--- config.mk ---
export PLATFORM = sky130hd
export DESIGN_NAME = voice_allocator
export DESIGN_NICKNAME = d
export VERILOG_FILES = /design/src/rtl/voice_allocator.sv
export SDC_FILE = /design/constraint.sdc
export NUM_CORES = 1
export LEC_CHECK = 0
export ABC_AREA = 1
export CAP_MARGIN = 30
export CORE_ASPECT_RATIO = 1.25
export CORE_MARGIN = 4
export CORE_UTILIZATION = 28
export DETAILED_ROUTE_END_ITERATION = 10
export MAX_ROUTING_LAYER = met4
export PLACE_DENSITY_LB_ADDON = 0.25
export SYNTH_ARGS = -nofsm -noshare
export SYNTH_HDL_FRONTEND = slang
export SYNTH_SLANG_ARGS = --single-unit
--- constraint.sdc ---
create_clock -name clk -period 3.2 [get_ports clk]
set_input_delay 0.48 -clock clk [delete_from_list [all_inputs] [get_ports clk]]
set_output_delay 0.48 -clock clk [all_outputs]
set_load 0.05 [all_outputs]
--- src/rtl/voice_allocator.sv ---
// Polyphonic voice allocator: edge-detects 13 key levels into pending press and
// release queues, then services one event per clock onto VOICES voices.
module voice_allocator #(
  parameter int VOICES = 4
) (
  input  logic                clk,
  input  logic                resetn,
  input  logic [12:0]         keys,
  input  logic [2:0]          octave,
  output logic [4*VOICES-1:0] voice_note,
  output logic [3*VOICES-1:0] voice_octave,
  output logic [VOICES-1:0]   voice_active,
  output logic [VOICES-1:0]   voice_trigger,
  output logic                steal,
  output logic                busy
);
  logic [12:0]            r_k_q, r_pend_p, r_pend_r;
  logic [VOICES-1:0][3:0] r_note;
  logic [VOICES-1:0][2:0] r_oct, r_age;
  logic [VOICES-1:0]      r_active, r_trig;
  logic                   r_steal;

  logic [12:0]       w_rise, w_fall, w_svc_r, w_svc_p, w_svc;
  logic              w_do_r, w_do_p, w_rel_hit, w_full;
  logic [3:0]        w_key, w_cnt, w_rank;
  logic [2:0]        w_rel_age;
  logic [VOICES-1:0] w_rel_oh, w_free_oh, w_old_oh, w_tgt_oh;

  // Releases win over presses; each queue is serviced lowest key first.
  always_comb begin
    w_rise  = keys & ~r_k_q;
    w_fall  = ~keys & r_k_q;
    w_do_r  = |r_pend_r;
    w_do_p  = ~w_do_r & (|r_pend_p);
    w_svc_r = r_pend_r & (~r_pend_r + 13'd1);
    w_svc_p = w_do_r ? 13'd0 : (r_pend_p & (~r_pend_p + 13'd1));
    w_svc   = w_svc_r | w_svc_p;
    w_key   = 4'd0;
    for (int k = 0; k < 13; k++)
      if (w_svc[k]) w_key = 4'(k);
  end

  // Ages of active voices are a permutation of 0..N-1, so the oldest voice
  // of a full bank is the unique one at age VOICES-1.
  always_comb begin
    w_rel_oh  = '0;
    w_old_oh  = '0;
    w_rel_age = 3'd0;
    w_cnt     = 4'd0;
    for (int v = 0; v < VOICES; v++) begin
      w_rel_oh[v] = r_active[v] && (r_note[v] == w_key);
      w_old_oh[v] = r_active[v] && (r_age[v] == 3'(VOICES-1));
      if (w_rel_oh[v]) w_rel_age = w_rel_age | r_age[v];
      w_cnt = w_cnt + {3'd0, r_active[v]};
    end
    w_rel_hit = |w_rel_oh;
    w_free_oh = ~r_active & (r_active + VOICES'(1));
    w_full    = (w_cnt == 4'(VOICES));
    w_tgt_oh  = w_full ? w_old_oh : w_free_oh;
    w_rank    = w_full ? 4'(VOICES-1) : w_cnt;
  end

  always_ff @(posedge clk or negedge resetn) begin
    if (!resetn) begin
      r_k_q    <= '0;
      r_pend_p <= '0;
      r_pend_r <= '0;
      r_note   <= {VOICES{4'hF}};
      r_oct    <= '0;
      r_age    <= '0;
      r_active <= '0;
      r_trig   <= '0;
      r_steal  <= 1'b0;
    end else begin
      r_k_q    <= keys;
      r_pend_p <= (r_pend_p | w_rise) & ~w_fall & ~w_svc_p;
      // A fall on a still-pending press only cancels that press.
      r_pend_r <= (r_pend_r | (w_fall & ~r_pend_p)) & ~w_svc_r;
      r_trig   <= '0;
      r_steal  <= w_do_p & w_full;
      for (int v = 0; v < VOICES; v++) begin
        if (w_do_r && w_rel_hit) begin
          if (w_rel_oh[v]) begin
            r_active[v] <= 1'b0;
            r_note[v]   <= 4'hF;
            r_age[v]    <= 3'd0;
          end else if (r_active[v] && (r_age[v] > w_rel_age)) begin
            r_age[v] <= r_age[v] - 3'd1;
          end
        end else if (w_do_p) begin
          if (w_tgt_oh[v]) begin
            r_note[v]   <= w_key;
            r_oct[v]    <= octave;
            r_age[v]    <= 3'd0;
            r_active[v] <= 1'b1;
            r_trig[v]   <= 1'b1;
          end else if (r_active[v] && ({1'b0, r_age[v]} < w_rank)) begin
            r_age[v] <= r_age[v] + 3'd1;
          end
        end
      end
    end
  end

  assign voice_note    = r_note;
  assign voice_octave  = r_oct;
  assign voice_active  = r_active;
  assign voice_trigger = r_trig;
  assign steal         = r_steal;
  assign busy          = (|r_pend_p) | (|r_pend_r);
endmodule

==> impl_metrics.csv, run 1 <==
group,metric,value,unit
outcome,status,"finished, violations left",
outcome,violations,"setup timing",
clock_tree,htree_levels,3,
grt,antenna_found_initial,0,
power_and_ir_drop,netSwitchingPower,1.13,mW
drt,wl_met3,427,um
drt,vias_per_cell,4.55,
critical_path,r2r-start,"r_pend_r[9]$_DFF_PN0_",
logic_synthesis,synth_top_family_by_area,"simple AND/OR/NAND/NOR gates",
power_and_ir_drop,peakVddDrop,253,uV
logic_synthesis,synth_area_leader_cell,"dfrtp_1",
die,core_area,20200,sq um
grt,grt_pass1_vias,5296,
sta,slew_viol_final,0,
clock_tree,cts_tree,"built",
clock_tree,root_buffer,"clkbuf_16",
cells_and_area,drive_gt1_frac,0.301,
sta,relSlewSlack,0.559,
sta,period_minus_slack,3.52,ns
critical_path,crit_path_start_kind,"flip-flop",
clock_tree,cts_buffers,9,
grt,grt_start_max_net_pins,49,
die,fp.dieW,136,um
logic_synthesis,synthTopCellsByArea,"dfrtp_1 31%, nand2_1 10%, ha_1 7.8%",
sta,setup_viol,12,
place,portBuffers,55,
cells_and_area,area_delta_synth_final,41.8,%
logic_synthesis,yosys-top-cells-count,"154 x nand2_1, 106 x inv_1, 77 x nor2_1",
logic_synthesis,synth-seq-cells,88,
power_and_ir_drop,leakage,3.86,nW
power_and_ir_drop,p_int,2.19,mW
die,ioPinCount,56,
place,hpwlAfterDp,12600,um
drt,drc,0,
drt,drtPass1Iterations,5,
logic_synthesis,synth_edf_count,0,
critical_path,slowest_stage,"dfrtp_1",
critical_path,crit_required,3.44,ns
drt,first_iter_violations,258,
power_and_ir_drop,power_density,408,nW/um^2
logic_synthesis,ys_seq_area_frac,0.387,
die,initial_core_util,0.285,
clock_tree,clockBufferDepth,2,
logic_synthesis,ys.flop_type,"dfrtp_1",
critical_path,criticalPathCategory,"flip-flop to flip-flop",
die,die-area,22900,sq um
logic_synthesis,synthMuxAreaShare,0,
logic_synthesis,syn_inst,715,
cells_and_area,fillers,2128,
critical_path,worst-r2r-cell-count,25,
critical_path,ff2ff_setup_slack,-0.32,ns
sta,clock.fmax,284,MHz
power_and_ir_drop,seqPwrFrac,0.375,
logic_synthesis,post-synth-top-count-cell,"nand2_1",
hold_path,hold_path_class,"input port to asynchronous set/reset pin",
power_and_ir_drop,power_frac_comb,0.312,
cells_and_area,nets,945,
sta,worstMarginPinSlew,0.662,ns
cells_and_area,stdcell_area,8150,sq um
grt,track_usage,0.154,
sta,final_hold_viol_count,0,
place,dpl-instance-area,7300,sq um
sta,rsz0062_at_grt,"yes",
drt,top_layer,"met4",
logic_synthesis,synth_compound_area_frac,0.101,
power_and_ir_drop,clkPwrFrac,0.313,
run,cap_violations,0,
logic_synthesis,async_flop_share,1.00,
sta,final.setup.tns,-3.29,ns
logic_synthesis,syn_area,5740,sq um
die,fp-row-count,58,
critical_path,end_kind,"flip-flop",
drt,wirelength_met1,6750,um
sta,finalCritPeriodShare,1.10,
logic_synthesis,synth_simple_gate_area_frac,0.323,
drt,wirelength,16600,um
logic_synthesis,synth_warnings,0,
cells_and_area,fin_util,0.404,
drt,wl_per_cell,14.3,um
grt,overflow,0,
die,die_y,168,um
logic_synthesis,syn_avg_cell_area,8.03,sq um
critical_path,critPathArrivalTime,3.76,ns
logic_synthesis,synth-xor-area-share,0.00893,
critical_path,crit_path_frequent_cell,"nand2_1",
drt,ant_nets,0,
critical_path,path_max_fanout,6,
clock_tree,clock_latency,0.35,ns
sta,fin_skew,0.0104,ns
logic_synthesis,syn-num-nets,770,
grt,grt_pass1_wl,27100,um
power_and_ir_drop,p_sw_frac,0.342,
critical_path,r2r_end,"r_age[8]$_DFFE_PN0P_",
sta,fin_ws,-0.322,ns
place,gp_congestion,0.862,
drt,vias,5301,
critical_path,max_stage_delay,0.41,ns
logic_synthesis,yosysUniqueCellTypes,46,
sta,timing.hold.ws,0.164,ns
cells_and_area,diodes,0,
drt,wl_met2,9040,um
clock_tree,clk_pin_slew,0.07,ns
clock_tree,cts.sinks,88,
logic_synthesis,synthAdderAreaFrac,0.0941,
logic_synthesis,synth_top_area_frac,0.314,
critical path: cells and delay by family, from the launching register on:
kind	cells	cell delay, ns
compound gates	4	0.50
fa+ha+maj	1	0.24
buf+inv	4	0.52
flops	1	0.41
simple gates	16	1.72
power by group through the flow:
stage	clock network (mW)	logic, mW	registers (mW)
2_1_floorplan	0	0.559	1.26
3_3_place_gp	0	0.914	1.26
3_5_place_dp	0	0.918	1.26
4_1_cts	1.07	0.983	1.24
5_1_grt	1.12	1.15	1.26
6_report	1.04	1.04	1.24
cells in the final DEF, fill, tap and decap left out, types with 4 or more instances in the layout:
cell	synthesis	routed
clkbuf_16	0	9
dfrtp_1	72	71
nor3_1	11	10
clkdlybuf4s50_1	0	54
nand3_1	36	31
ha_4	0	6
nor2_2	13	18
nand2_2	6	13
o22ai_1	7	4
buf_6	3	7
ha_1	36	29
maj3_1	7	7
a21oi_1	21	16
inv_2	8	8
nand4_1	22	22
inv_1	106	104
nand3_4	3	11
nand2_1	154	145
a21boi_0	5	5
o21ai_1	14	15
nor2_4	7	11
buf_4	2	106
dfstp_2	16	16
a21oi_2	3	7
nand2_4	6	7
nand3_2	18	15
nand3b_1	6	6
nor2_1	77	69
o21ai_0	28	24
state kept, by name (all words and copies together), names as in the netlist:
signal / flops
voice_active: 4
r_k_q: 13
voice_octave: 12
voice_trigger: 4
voice_note: 16
steal: 1
r_age: 12
r_pend_r: 13
r_pend_p: 13
per-layer routing:
metal | up-vias | global-route usage
li1 | 2675 | -
met1 | 2510 | 0.176
met5 | - | -
met2 | 81 | 0.269
met3 | 35 | 0.0239
met4 | 0 | 0.0618
cell type report:
class                           instances  area, sq um  area share
Multi-Input combinational cell        507         3400       0.417
Inverter                              114          433      0.0531
Timing Repair Buffer                  170         1470       0.180
Sequential cell                        88         2220       0.273
Tap cell                              270          338      0.0415
Clock buffer                           11          243      0.0298
Clock inverter                          5         40.0     0.00492
cell families (layout without fill, tap and decap cells):
family / Yosys count / count (layout)
buf+inv: 121 / 300
flops: 88 / 88
compound gates: 93 / 93
xor+xnor: 5 / 5
simple gates: 364 / 365
fa+ha+maj: 44 / 44
timing repair:
item | 4_1_cts | 5_1_grt
buffers inserted | 13 | 12
gates resized for setup | 20 | 53
pin swaps | 14 | 20
endpoints found under the setup margin | 13 | 29
gates cloned | 1 | 0
hold buffers | 0 | 0
worst max path at each step:
| stage | startpoint | slack (ns) | depth (start not counted) | endpoint |
|---|---|---|---|---|
| floorplan | r_pend_r[4]$_DFF_PN0_ | 0.003 | 25 | r_age[0]$_DFFE_PN0P_ |
| global placement | r_pend_r[2]$_DFF_PN0_ | -0.44 | 23 | r_age[8]$_DFFE_PN0P_ |
| detailed placement | r_pend_r[2]$_DFF_PN0_ | -0.46 | 24 | r_age[8]$_DFFE_PN0P_ |
| CTS | r_pend_r[2]$_DFF_PN0_ | -0.26 | 25 | r_age[0]$_DFFE_PN0P_ |
| global route | r_pend_r[10]$_DFF_PN0_ | -0.53 | 25 | r_age[1]$_DFFE_PN0P_ |
| finish | r_pend_r[9]$_DFF_PN0_ | -0.32 | 25 | r_age[8]$_DFFE_PN0P_ |
per-stage QoR:
step	std cells	total power, mW	worst slack [ns]
final	1165	3.32	-0.322
after global routing	1165	3.52	-0.530
after global placement	1123	2.17	-0.440
after detailed placement	1123	2.18	-0.460
after floorplan	715	1.82	0.00309
after CTS	1153	3.30	-0.258
(Power assumes the default switching activity.)
==> run 2: changes to the inputs <==
Clock period 3.2 ns to 3.95 ns, I/O delays scaled along.
==> run 2 against run 1 <==
  * The flow now finishes without violations
  * Count of clock-buffer cells in the layout rose by 1
  * Hold slack improved by 0.034 ns
  * Sequential power fell by 18%
  * Critical path depth did not move
  * Critical path type unchanged
  * Clock power fell by 20%
  * Fmax fell by 2.6%
  * Highest routed layer unchanged
  * Global-route usage fell by 1.0 points
  * Via count fell by 8.7%
==> impl_metrics.csv, run 2 (synthesis results as in run 1) <==
group,metric,value,unit
cells_and_area,fillers,2149,
place,gp_congestion,0.883,
drt,vias,4842,
critical_path,r2r_end,"r_age[0]$_DFFE_PN0P_",
cells_and_area,seqCellArea,2220,sq um
clock_tree,clock_latency,0.35,ns
sta,final.setup.tns,0,ns
critical_path,criticalPathCategory,"flip-flop to flip-flop",
grt,antenna_found_initial,0,
die,initial_core_util,0.285,
hold_path,hold_path_class,"input port to asynchronous set/reset pin",
sta,relSlewSlack,0.524,
sta,clock.fmax,276,MHz
place,placed_cells,1048,
drt,ant_nets,0,
drt,drc,0,
cells_and_area,drive_gt1_frac,0.172,
drt,drtPass1Iterations,4,
critical_path,r2r-start,"r_pend_r[9]$_DFF_PN0_",
place,hpwlAfterDp,11900,um
die,fp-row-count,58,
drt,first_iter_violations,266,
die,die_y,168,um
drt,vias_per_cell,4.52,
power_and_ir_drop,peakVddDrop,163,uV
grt,track_usage,0.144,
sta,rsz0062_at_grt,"no",
clock_tree,hold_buffers,0,
grt,grt_pass1_wl,25200,um
sta,slew_viol_final,0,
drt,wl_per_cell,14.4,um
cells_and_area,area_delta_synth_final,23.6,%
critical_path,end_kind,"flip-flop",
sta,worstMarginPinSlew,0.707,ns
critical_path,critPathArrivalTime,3.86,ns
cells_and_area,layout_commonest_cell,"nand2_1",
clock_tree,cts_tree,"built",
clock_tree,clockBufferDepth,2,
clock_tree,cts_buffers,9,
critical_path,crit_required,4.19,ns
place,portBuffers,55,
clock_tree,cts.sinks,88,
sta,final_hold_viol_count,0,
cells_and_area,stdcell_area,7100,sq um
power_and_ir_drop,power_density,345,nW/um^2
grt,grt_pass1_vias,4837,
sta,period_minus_slack,3.62,ns
cells_and_area,nets,852,
grt,overflow,0,
sta,timing.hold.ws,0.198,ns
power_and_ir_drop,leakage,3.40,nW
sta,setup_viol,0,
clock_tree,clk_pin_slew,0.07,ns
critical_path,worstSetupEndpoint,"r_age[0]$_DFFE_PN0P_",
clock_tree,htree_levels,3,
critical_path,path_max_fanout,6,
cells_and_area,diodes,0,
die,ioPinCount,56,
clock_tree,root_buffer,"clkbuf_16",
die,die-area,22900,sq um
sta,fin_skew,0.00976,ns
cells_and_area,stdcell_count,1072,
outcome,status,"finished, final reports clean",
critical_path,ff2ff_setup_slack,0.33,ns
cells_and_area,multi_input_area,3070,sq um
run,cap_violations,0,
drt,wirelength,15400,um
cells_and_area,largest_reg_flops,16,
critical_path,worst-r2r-cell-count,25,
cells_and_area,most-common-layout-cells,"154 x nand2_1, 105 x inv_1, 76 x nor2_1",
die,core_area,20200,sq um
die,fp.dieW,136,um
critical_path,startpoint,"r_pend_r[9]$_DFF_PN0_",
critical_path,crit_path_start_kind,"flip-flop",
place,dpl-instance-area,6690,sq um
sta,finalCritPeriodShare,0.916,
grt,grt_start_max_net_pins,46,
[run 2: cell types whose count changed in the layout (fill, tap and decap cells not counted), moves of 7 or more]
cell,change
buf_4,-86
nand2_1,+9
buf_6,-7
ha_1,+7
nand2_2,-7
nand3_4,-7
nor2_1,+7
[run 2: repair_timing]
action | CTS | global route
gates resized for setup | 0 | 12
setup endpoints to repair | 0 | 12
hold endpoints to repair | 0 | 0
setup buffers | 0 | 8
[run 2: where the power goes]
part           switching, mW  internal [mW]
clock                  0.382          0.446
sequential            0.0606          0.962
combinational          0.397          0.202
total                  0.840           1.61
[run 2: metrics by stage]
step | total power [mW] | utilization | worst slack [ns]
after global routing | 2.61 | 0.352 | 0.0498
after floorplan | 1.48 | - | 0.586
after detailed placement | 1.64 | 0.332 | 0.208
final | 2.45 | 0.352 | 0.332
after global placement | 1.63 | 0.330 | 0.295
after CTS | 2.48 | 0.345 | 0.188
[run 2: how the worst min path moves through the flow]
stage                       startpoint               endpoint  cells after the start
floorplan                       resetn   r_age[0]$_DFFE_PN0P_                      0
global placement    r_k_q[0]$_DFF_PN0_  r_pend_p[0]$_DFF_PN0_                      1
detailed placement  r_k_q[0]$_DFF_PN0_  r_pend_p[0]$_DFF_PN0_                      1
CTS                             resetn   r_age[7]$_DFFE_PN0P_                      1
global route                    resetn   r_age[7]$_DFFE_PN0P_                      1
finish                          resetn   r_age[7]$_DFFE_PN0P_                      1
[run 2: cell type report]
class,instances,area share
Timing Repair Buffer,78,0.108
Clock inverter,4,0.00405
Multi-Input combinational cell,506,0.432
Inverter,114,0.0603
Clock buffer,12,0.0347
Sequential cell,88,0.313
Tap cell,270,0.0476
[run 2: metal layers]
layer / part of all wire / global-route usage / vias to the layer above
met5: 0 / - / -
met4: 0.032 / 0.0579 / 0
met3: 0.029 / 0.0218 / 33
met2: 0.50 / 0.241 / 84
met1: 0.43 / 0.173 / 2233
li1: - / - / 2492
[run 2: critical path: stages, from the launching register on]
cell	delay [ns]
dfrtp_1	0.43
nor2_4	0.17
nand2_4	0.09
nor2_8	0.13
clkbuf_4	0.18
buf_4	0.11
nand3_2	0.09
o21ai_4	0.17
nor2_2	0.10
nand3_4	0.12
nand2_1	0.08
a21oi_2	0.22
nand3_4	0.14
o22ai_2	0.17
a221oi_2	0.06
ha_1	0.32
nand2_1	0.07
nor2_1	0.04
a211oi_1	0.18
a31oi_1	0.07
a21oi_1	0.15
nand3_1	0.10
nand3_2	0.14
inv_2	0.05
nand2_1	0.05
nand2_1	0.04
